[src/rtl/eq_pkg.sv]
// eq_pkg: shared definitions for the equaliser divider sequencer.
//   - default geometry (NSC, IDX_W, DIV_LAT) and the derived tag pipeline depth
//   - FSM state enum and the tag carried alongside each sample
package eq_pkg;

    localparam int unsigned NSC_DEF     = 64;
    localparam int unsigned IDX_W_DEF   = 6;
    localparam int unsigned DIV_LAT_DEF = 8;

    // Tag index field is sized for the widest supported IDX_W; the top uses the low bits.
    localparam int unsigned TAG_IDX_W = 16;

    // Stage 1 (RAM read), stage 2 (estimate return), one product stage, then the divider.
    function automatic int unsigned pipe_depth(input int unsigned div_lat);
        return 3 + div_lat;
    endfunction

    localparam int unsigned PIPE_DEF = pipe_depth(DIV_LAT_DEF);

    typedef enum logic [1:0] {
        IDLE,
        RUN,
        DRAIN
    } state_e;

    typedef struct packed {
        logic                 valid;
        logic [TAG_IDX_W-1:0] idx;
        logic                 last;
        logic                 zero;
    } tag_t;

endpackage

[src/rtl/eq_tag_pipe.sv]
// eq_tag_pipe: DEPTH-stage shift register of tags with asynchronous active-low clear.
//   i_clk    clock
//   i_rst_n  asynchronous clear, active low (all stages cleared, so nothing in flight survives)
//   i_tag    tag entering stage 0
//   o_tag    tag leaving the last stage, DEPTH cycles later
module eq_tag_pipe
    import eq_pkg::*;
#(
    parameter int unsigned DEPTH = 4
) (
    input  logic i_clk,
    input  logic i_rst_n,
    input  tag_t i_tag,
    output tag_t o_tag
);

    tag_t r_stage [DEPTH];

    always_ff @(posedge i_clk or negedge i_rst_n) begin
        if (!i_rst_n) begin
            for (int i = 0; i < int'(DEPTH); i++) begin
                r_stage[i] <= '0;
            end
        end else begin
            r_stage[0] <= i_tag;
            for (int i = 1; i < int'(DEPTH); i++) begin
                r_stage[i] <= r_stage[i-1];
            end
        end
    end

    assign o_tag = r_stage[DEPTH-1];

endmodule

[src/rtl/eq_div_sched.sv]
// eq_div_sched: per-symbol sequencer for the equaliser complex divider.
// Accepts NSC samples per symbol, reads the matching channel estimate, feeds the divider
// and realigns its quotient with valid / index / end-of-symbol tags.
// Optional feature macro: EQ_ZERO_GUARD_EN (force 0 output and flag m_zero on 0+0j estimate).
// Ports:
//   clk, rst_n                 clock, asynchronous active-low reset
//   s_valid/s_ready/s_sof      input handshake and start-of-symbol marker
//   s_i, s_q                   signed input sample
//   est_rd, est_addr           estimate RAM read (data returns one cycle later)
//   est_i, est_q               estimate RAM data
//   div_i/div_q, div_est_*     numerator and estimate to the divider core
//   div_eq_i, div_eq_q         divider quotient, DIV_LAT cycles after div_* inputs
//   m_valid/m_i/m_q/m_idx      equalised output beat (no backpressure)
//   m_eos, m_zero              last subcarrier / zero-estimate flag
//   busy, err_sof, sym_cnt     status: not idle, protocol error pulse, completed symbols
module eq_div_sched
    import eq_pkg::*;
#(
    parameter int unsigned NSC     = NSC_DEF,
    parameter int unsigned IDX_W   = IDX_W_DEF,
    parameter int unsigned DIV_LAT = DIV_LAT_DEF
) (
    input  logic             clk,
    input  logic             rst_n,
    input  logic             s_valid,
    output logic             s_ready,
    input  logic             s_sof,
    input  logic [31:0]      s_i,
    input  logic [31:0]      s_q,
    output logic             est_rd,
    output logic [IDX_W-1:0] est_addr,
    input  logic [31:0]      est_i,
    input  logic [31:0]      est_q,
    output logic [31:0]      div_i,
    output logic [31:0]      div_q,
    output logic [31:0]      div_est_i,
    output logic [31:0]      div_est_q,
    input  logic [63:0]      div_eq_i,
    input  logic [63:0]      div_eq_q,
    output logic             m_valid,
    output logic [63:0]      m_i,
    output logic [63:0]      m_q,
    output logic [IDX_W-1:0] m_idx,
    output logic             m_eos,
    output logic             m_zero,
    output logic             busy,
    output logic             err_sof,
    output logic [15:0]      sym_cnt
);

    localparam int unsigned       PIPE     = pipe_depth(DIV_LAT);
    // Stages 1 and 2 live here because stage 2 is where the zero flag is attached.
    localparam int unsigned       TAIL     = PIPE - 2;
    localparam logic [IDX_W-1:0]  LAST_IDX = IDX_W'(NSC - 1);

    state_e           r_state, w_state_d;
    logic [IDX_W-1:0] r_idx, w_idx_d, w_cur_idx;
    logic             r_ready, r_err, r_est_rd;
    logic [IDX_W-1:0] r_est_addr;
    logic [15:0]      r_sym_cnt;
    logic             w_xfer, w_accept, w_bad, w_last, w_sym_inc;

    tag_t             r_s1_tag, r_s2_tag, w_s1_tag, w_s3_tag, w_out, w_unused_tag;
    logic [31:0]      r_s1_i, r_s1_q, r_s2_i, r_s2_q;
    logic [31:0]      r_div_i, r_div_q, r_div_est_i, r_div_est_q;
    logic             w_est_zero;

    logic [63:0]      r_m_i, r_m_q, w_beat_i, w_beat_q;
    logic [IDX_W-1:0] r_m_idx;
    logic             r_m_eos;

    assign w_xfer    = s_valid && r_ready;
    // Index 0 is implied in IDLE; r_idx only matters once a symbol is open.
    assign w_cur_idx = (r_state == IDLE) ? '0 : r_idx;
    assign w_last    = (w_cur_idx == LAST_IDX);

    always_comb begin
        w_state_d = r_state;
        w_idx_d   = r_idx;
        w_accept  = 1'b0;
        w_bad     = 1'b0;
        w_sym_inc = 1'b0;
        unique case (r_state)
            IDLE, RUN: begin
                if (w_xfer) begin
                    // IDLE needs sof to open a symbol; RUN refuses sof (no restart).
                    if (s_sof == (r_state == IDLE)) begin
                        w_accept  = 1'b1;
                        w_idx_d   = w_cur_idx + IDX_W'(1);
                        w_state_d = w_last ? DRAIN : RUN;
                    end else begin
                        w_bad = 1'b1;
                    end
                end
            end
            DRAIN: begin
                // The last tag at the output is the final occupant of the pipeline.
                if (w_out.valid && w_out.last) begin
                    w_state_d = IDLE;
                    w_sym_inc = 1'b1;
                end
            end
            default: w_state_d = IDLE;
        endcase
    end

    always_comb begin
        w_s1_tag       = '0;
        w_s1_tag.valid = w_accept;
        w_s1_tag.idx   = TAG_IDX_W'(w_cur_idx);
        w_s1_tag.last  = w_last;
    end

    always_comb begin
        w_s3_tag      = r_s2_tag;
        w_s3_tag.zero = w_est_zero;
    end

    always_ff @(posedge clk or negedge rst_n) begin
        if (!rst_n) begin
            r_state     <= IDLE;
            r_idx       <= '0;
            r_ready     <= 1'b0;
            r_err       <= 1'b0;
            r_est_rd    <= 1'b0;
            r_est_addr  <= '0;
            r_sym_cnt   <= '0;
            r_s1_tag    <= '0;
            r_s2_tag    <= '0;
            r_s1_i      <= '0;
            r_s1_q      <= '0;
            r_s2_i      <= '0;
            r_s2_q      <= '0;
            r_div_i     <= '0;
            r_div_q     <= '0;
            r_div_est_i <= '0;
            r_div_est_q <= '0;
        end else begin
            r_state     <= w_state_d;
            r_idx       <= w_idx_d;
            r_ready     <= (w_state_d != DRAIN);
            r_err       <= w_bad;
            r_est_rd    <= w_accept;
            if (w_accept) begin
                r_est_addr <= w_cur_idx;
            end
            if (w_sym_inc) begin
                r_sym_cnt <= r_sym_cnt + 16'd1;
            end
            r_s1_tag    <= w_s1_tag;
            r_s1_i      <= s_i;
            r_s1_q      <= s_q;
            r_s2_tag    <= r_s1_tag;
            r_s2_i      <= r_s1_i;
            r_s2_q      <= r_s1_q;
            r_div_i     <= r_s2_i;
            r_div_q     <= r_s2_q;
            r_div_est_i <= est_i;
            r_div_est_q <= est_q;
        end
    end

    eq_tag_pipe #(
        .DEPTH (TAIL)
    ) u_tag_pipe (
        .i_clk   (clk),
        .i_rst_n (rst_n),
        .i_tag   (w_s3_tag),
        .o_tag   (w_out)
    );

    // Quotient arrives combinationally in the same cycle as its tag.
    always_comb begin
        w_beat_i = div_eq_i;
        w_beat_q = div_eq_q;
`ifdef EQ_ZERO_GUARD_EN
        if (w_out.zero) begin
            w_beat_i = '0;
            w_beat_q = '0;
        end
`endif
    end

`ifdef EQ_ZERO_GUARD_EN
    assign w_est_zero = (est_i == '0) && (est_q == '0);
    assign m_zero     = w_out.valid && w_out.zero;
`else
    assign w_est_zero = 1'b0;
    assign m_zero     = 1'b0;
`endif

    // Hold registers keep the last beat visible while m_valid is low.
    always_ff @(posedge clk or negedge rst_n) begin
        if (!rst_n) begin
            r_m_i   <= '0;
            r_m_q   <= '0;
            r_m_idx <= '0;
            r_m_eos <= 1'b0;
        end else if (w_out.valid) begin
            r_m_i   <= w_beat_i;
            r_m_q   <= w_beat_q;
            r_m_idx <= w_out.idx[IDX_W-1:0];
            r_m_eos <= w_out.last;
        end
    end

    assign w_unused_tag = w_out;

    assign s_ready   = r_ready;
    assign est_rd    = r_est_rd;
    assign est_addr  = r_est_addr;
    assign div_i     = r_div_i;
    assign div_q     = r_div_q;
    assign div_est_i = r_div_est_i;
    assign div_est_q = r_div_est_q;
    assign m_valid   = w_out.valid;
    assign m_i       = w_out.valid ? w_beat_i : r_m_i;
    assign m_q       = w_out.valid ? w_beat_q : r_m_q;
    assign m_idx     = w_out.valid ? w_out.idx[IDX_W-1:0] : r_m_idx;
    assign m_eos     = w_out.valid ? w_out.last : r_m_eos;
    assign busy      = (r_state != IDLE);
    assign err_sof   = r_err;
    assign sym_cnt   = r_sym_cnt;

endmodule

[config.mk]
export PLATFORM = sky130hd
export DESIGN_NAME = eq_div_sched
export DESIGN_NICKNAME = d
export VERILOG_FILES = /design/src/rtl/eq_pkg.sv /design/src/rtl/eq_tag_pipe.sv /design/src/rtl/eq_div_sched.sv
export SDC_FILE = /design/constraint.sdc
export NUM_CORES = 1
export LEC_CHECK = 0
export CELL_PAD_IN_SITES_DETAIL_PLACEMENT = 0
export CELL_PAD_IN_SITES_GLOBAL_PLACEMENT = 1
export CORE_AREA = 2 2 212 214
export CTS_CLUSTER_SIZE = 12
export DETAILED_ROUTE_END_ITERATION = 8
export DIE_AREA = 0 0 214 216
export PLACE_DENSITY_LB_ADDON = 0.1
export SKIP_CTS_REPAIR_TIMING = 1
export SYNTH_ARGS = -nofsm -noshare
export SYNTH_HDL_FRONTEND = slang
export SYNTH_SLANG_ARGS = --single-unit
[constraint.sdc]
create_clock -name clk -period 2.9 [get_ports clk]
set_input_delay 0.87 -clock clk [delete_from_list [all_inputs] [get_ports clk]]
set_output_delay 0.87 -clock clk [all_outputs]
set_load 0.1 [all_outputs]
## Word level (Yosys, flattened, before mapping)

Index checks and enable logic that the tools add are counted.

- Add/sub/neg operators: 2
- Equal/unequal tests: 5
- Multiplexer cells: 18
- Reductions and logical operators: 6

Operator list:

| operator | count |
|---|---|
| $mux W64 | 2 |
| $add A16 B1 Y16 const B | 1 |
| $mux W6 | 2 |
| $mux W1 | 9 |
| $mux W2 | 4 |
| $add A6 B1 Y6 const B | 1 |
| $eq A6 B6 Y1 const B | 1 |
| $pmux W2 S2 | 1 |
| $reduce_and A3 Y1 | 1 |
| $eq A2 B1 Y1 const B | 1 |
| $eq A2 B2 Y1 const B | 1 |
| $logic_and A1 B1 Y1 | 2 |
| $logic_not A2 Y1 | 1 |
| $ne A2 B2 Y1 const B | 1 |
| $reduce_bool A2 Y1 | 1 |
| $reduce_or A2 Y1 | 1 |
| $eq A1 B1 Y1 | 1 |

- Flip-flop bits (word level): 511
- Input port bits: 260
- Output and inout port bits: 291
- Word-level logic and storage cells: 82

## Longest topological paths before layout

- Word-level depth: 8
- Gate-level depth with buffers: 9
- Mapped depth without buffers: 7

## Cells and area by module

From an unflattened synthesis, not the netlist that was laid out.

- Cells, all modules: 883
- Area, all modules: 17,645.7 um^2

Modules (own cells, without submodules):

| module | instances | cells an instance | area each (um^2) | sequential area each (um^2) |
|---|---|---|---|---|
| eq_div_sched | 1 | 693 | 13,223.9 | 10,985.5 |
| eq_tag_pipe | 1 | 190 | 4,421.7 | 4,279.1 |

## Least setup slack after synthesis

No wires, ideal clock.

- Kind: register to output
- Start: register u_tag_pipe.r_stage, in the netlist u_tag_pipe.o_tag[18]
- End: output m_eos
- Arrival: 3.557 ns
- Data required time: 2.030 ns
- Path slack: -1.527 ns
- Cell stages (with the launch flop): 5
- Buffers on the path: 3
- Path through: dfrtp_1 -> clkbuf_1 -> buf_2 -> buf_2 -> o21ai_0

- Cells in the longest elaborated chain, start to end: 1

Ends and longest elaborated chain:

| element | RTL line | text |
|---|---|---|
| start, declared | eq_tag_pipe.sv:17 | `tag_t r_stage [DEPTH];` |
| start signal, assigned by index | eq_tag_pipe.sv:27 | `r_stage[i] <= r_stage[i-1];` |
| $mux W1 | n/a |  |
| end, declared | eq_div_sched.sv:44 | `output logic m_eos,` |

No other way between the ends.

## Worst setup path in the final report

- Start: register u_tag_pipe.r_stage, in the netlist u_tag_pipe.o_tag[18]
- End: output m_i[27]

- Cells in the longest elaborated chain, start to end: 1

Ends and longest elaborated chain:

| element | RTL line | text |
|---|---|---|
| $mux W64 | n/a |  |
| end, declared | eq_div_sched.sv:41 | `output logic [63:0] m_i,` |

No other way between the ends.

==> flow_summary.toml <==
[timing]
finalCriticalPeriod_ps = 2858
tns_ps = 0
finalHoldViolations = 0
rsz0062_at_grt = "yes"
fmax_mhz = 349.9
tightest_slew_ps = 625.2
slew_headroom_pct = 58.00
report.final.slew_viol_count = 0
whs_ps = 267.1
finalClockSkew_ps = 14.83
finalCritPeriodShare_pct = 98.54
setup_viol_count_final = 0

[final_layout]
final_cell_mix = "dfrtp_1 (510), clkdlybuf4s50_1 (258), buf_4 (162), buf_12 (148), mux2_2 (138)"
final_common_cell = "dfrtp_1"
drive_above_1_share_pct = 38.12
design_area_um2 = 24160
nets = 1632
final_util_pct = 55.11
syn_to_final_growth_pct = 60.15
fillerInstances = 3528

[pwr]
p_sw_uw = 9074
p_sw_share_pct = 37.70
sequentialPowerShare_pct = 35.8
cellPowerDensity_nw_per_um2 = 996.2
leakage_uw = 0.01080
intPower_uw = 14990
comb_power_share_pct = 37.7
ir_worst_vdd_mv = 0.7011
p_clk_share_pct = 26.5

[worst_hold_path]
hp-class = "input port to async pin"

[synthesis]
syn_nets = 1029
ys_seq_elements = 511
synth_cells = 767
synth_area_um2 = 15090
synthDistinctLibCells = 38
syn_avg_cell_area_um2 = 19.67
synth-seq-area-share_pct = 84.76
yosys_warnings = 0
synth_ff_type = "dfrtp_1"
synth_edf_count = 0
synthArstFlopShare_pct = 100.0

[clock_network]
worst_skew_pair.late_latency_ps = 580
h-tree-depth = 2
clock-root-buffer = "clkbuf_16"
clk_pin_slew_worst_paths_ps = 60
cts_inserted_buffers = 54
tritoncts = "done"
cts_buffer_depth = 3
cts_sinks = 511

[routing]
detail-route-antenna-nets = 0
drcViolationCount = 0
vias_per_cell = 4.204
drtPass1Iterations = 4
dr_total_vias = 8399
drtIter0Drc = 351
wl_um = 38410
wl_per_cell_um = 19.22

[global_routing]
grt_remaining_overflow = 0
grt_max_degree = 69
grt_pass1_wl_um = 58280
antenna_found_initial = 7
grt_pass1_vias = 9040
track_usage_pct = 16.84

[run]
maxCapViolCount = 0

[setup_path]
worstPathMaxFanout = 59
worst_setup_path_start_kind = "register"
rrSetupSlack_ps = 930
endpoint_kind = "output pin"
reg2regPathDepth = 5
reg2reg_to = "sym_cnt[13]$_DFFE_PN0P_"
arrival_ps = 1990
worst_ep_required_time_ps = 2030
reg2reg_from = "u_tag_pipe.o_tag[18]$_DFF_PN0_"
path_class = "register to output pin"

[placement]
place_congestion = 0.7986
place_area_um2 = 22480
io_buffers = 549
dp_hpwl_um = 28670

[floorplanning]
dieHeight_um = 216
initial_core_util_pct = 34.41
num_rows = 77
die_x_um = 214
core-area_um2 = 43840
die_area_um2 = 46220
io_pins = 551

[outcome]
status = "finished clean"
[routing by layer]
metal | vias up | global-route usage (%) | share of wire, %
li1 | 3745 | - | -
met4 | 4 | 6.154 | 2.3
met3 | 61 | 5.849 | 7.5
met5 | - | 0 | 0.073
met1 | 4311 | 19.41 | 37
met2 | 278 | 29.05 | 53
[cell usage after synthesis (2+ instances only)]
| cell type | count | area share [%] |
|---|---|---|
| nand2_1 | 16 | 0.40 |
| nor2_1 | 4 | 0.099 |
| nor3_1 | 2 | 0.066 |
| o21ai_0 | 5 | 0.17 |
| nand4_1 | 5 | 0.21 |
| and3_1 | 2 | 0.083 |
| ha_1 | 2 | 0.17 |
| buf_6 | 2 | 0.15 |
| xor2_1 | 4 | 0.23 |
| inv_1 | 2 | 0.050 |
| xnor2_1 | 12 | 0.70 |
| and2_1 | 7 | 0.29 |
| mux2_1 | 2 | 0.15 |
| clkbuf_1 | 3 | 0.075 |
| dfrtp_1 | 511 | 85 |
| buf_4 | 2 | 0.099 |
| a21oi_1 | 4 | 0.13 |
| a31oi_1 | 2 | 0.083 |
| buf_2 | 14 | 0.46 |
| mux2_2 | 138 | 10 |
| o21a_1 | 2 | 0.099 |
| nand3_1 | 9 | 0.30 |
| and4_1 | 2 | 0.12 |
[flip-flops by register name (all words and copies together), names as in the netlist, 8 cells and up]
signal / cells
r_s2_q: 32
r_s2_i: 32
u_tag_pipe.o_tag: 8
sym_cnt: 16
r_s1_tag: 8
div_i: 32
r_m_i: 64
u_tag_pipe.r_stage: 64
div_est_q: 32
r_s2_tag: 8
r_s1_i: 32
div_q: 32
div_est_i: 32
r_s1_q: 32
r_m_q: 64
[critical path, cell delays in order (launching register included)]
cell and delay [ps]:
dfrtp_4 450, buf_12 290, mux2_2 430, buf_12 180
[how the worst max path moves through the flow]
| stage | start | endpoint | slack (ps) | cells past startpoint |
|---|---|---|---|---|
| finish | u_tag_pipe.o_tag[18]$_DFF_PN0_ | m_i[27] | 40 | 3 |
| global route | u_tag_pipe.o_tag[18]$_DFF_PN0_ | m_i[35] | -50 | 3 |
| CTS | u_tag_pipe.o_tag[18]$_DFF_PN0_ | m_idx[4] | -30 | 3 |
| detailed placement | div_eq_q[43] | m_q[43] | 230 | 3 |
| global placement | div_eq_i[0] | m_i[0] | 230 | 3 |
| floorplan | u_tag_pipe.o_tag[18]$_DFF_PN0_ | m_eos | -30 | 4 |
[power by group through the flow]
stage | Combinational, µW | Clock [µW] | Sequential (µW)
after floorplan | 4690 | 0 | 9690
after global placement | 9110 | 0 | 8710
after detailed placement | 9150 | 0 | 8760
after CTS | 9160 | 6630 | 8640
after global routing | 9310 | 6960 | 8740
final | 9070 | 6380 | 8620
[layout make-up]
| type | instances | area (µm²) | area share [%] |
|---|---|---|---|
| flip-flops and latches | 511 | 12790 | 52.94 |
| clock inverters | 12 | 91.34 | 0.3781 |
| clock buffers | 75 | 1573 | 6.510 |
| well taps | 592 | 740.7 | 3.066 |
| repair buffers | 570 | 6788 | 28.10 |
| multi-input cells | 230 | 2147 | 8.887 |
| diodes | 5 | 12.51 | 0.05179 |
| inverters | 3 | 16.27 | 0.06733 |
[kinds of logic after synthesis]
group | count (synthesis) | synth area share, %
flip-flops | 511 | 84.76
XOR/XNOR | 16 | 0.9289
adder cells (fa/ha/maj) | 2 | 0.1659
AO/OA/AOI/OAI | 18 | 0.7464
AND/OR/NAND/NOR | 52 | 1.825
other | 1 | 0.02486
buffers and inverters | 26 | 1.028
multiplexers | 141 | 10.52
[through the flow]
stage                     power [µW]  instances  setup WS (ps)
final                          24070       1998          42.34
after global routing           25010       1997         -49.51
after CTS                      24430       1993         -34.69
after detailed placement       17910       1906          231.3
after global placement         17820       1906          228.5
after floorplan                14380        767         -30.44
No activity file was read; power rests on OpenSTA's default activity.
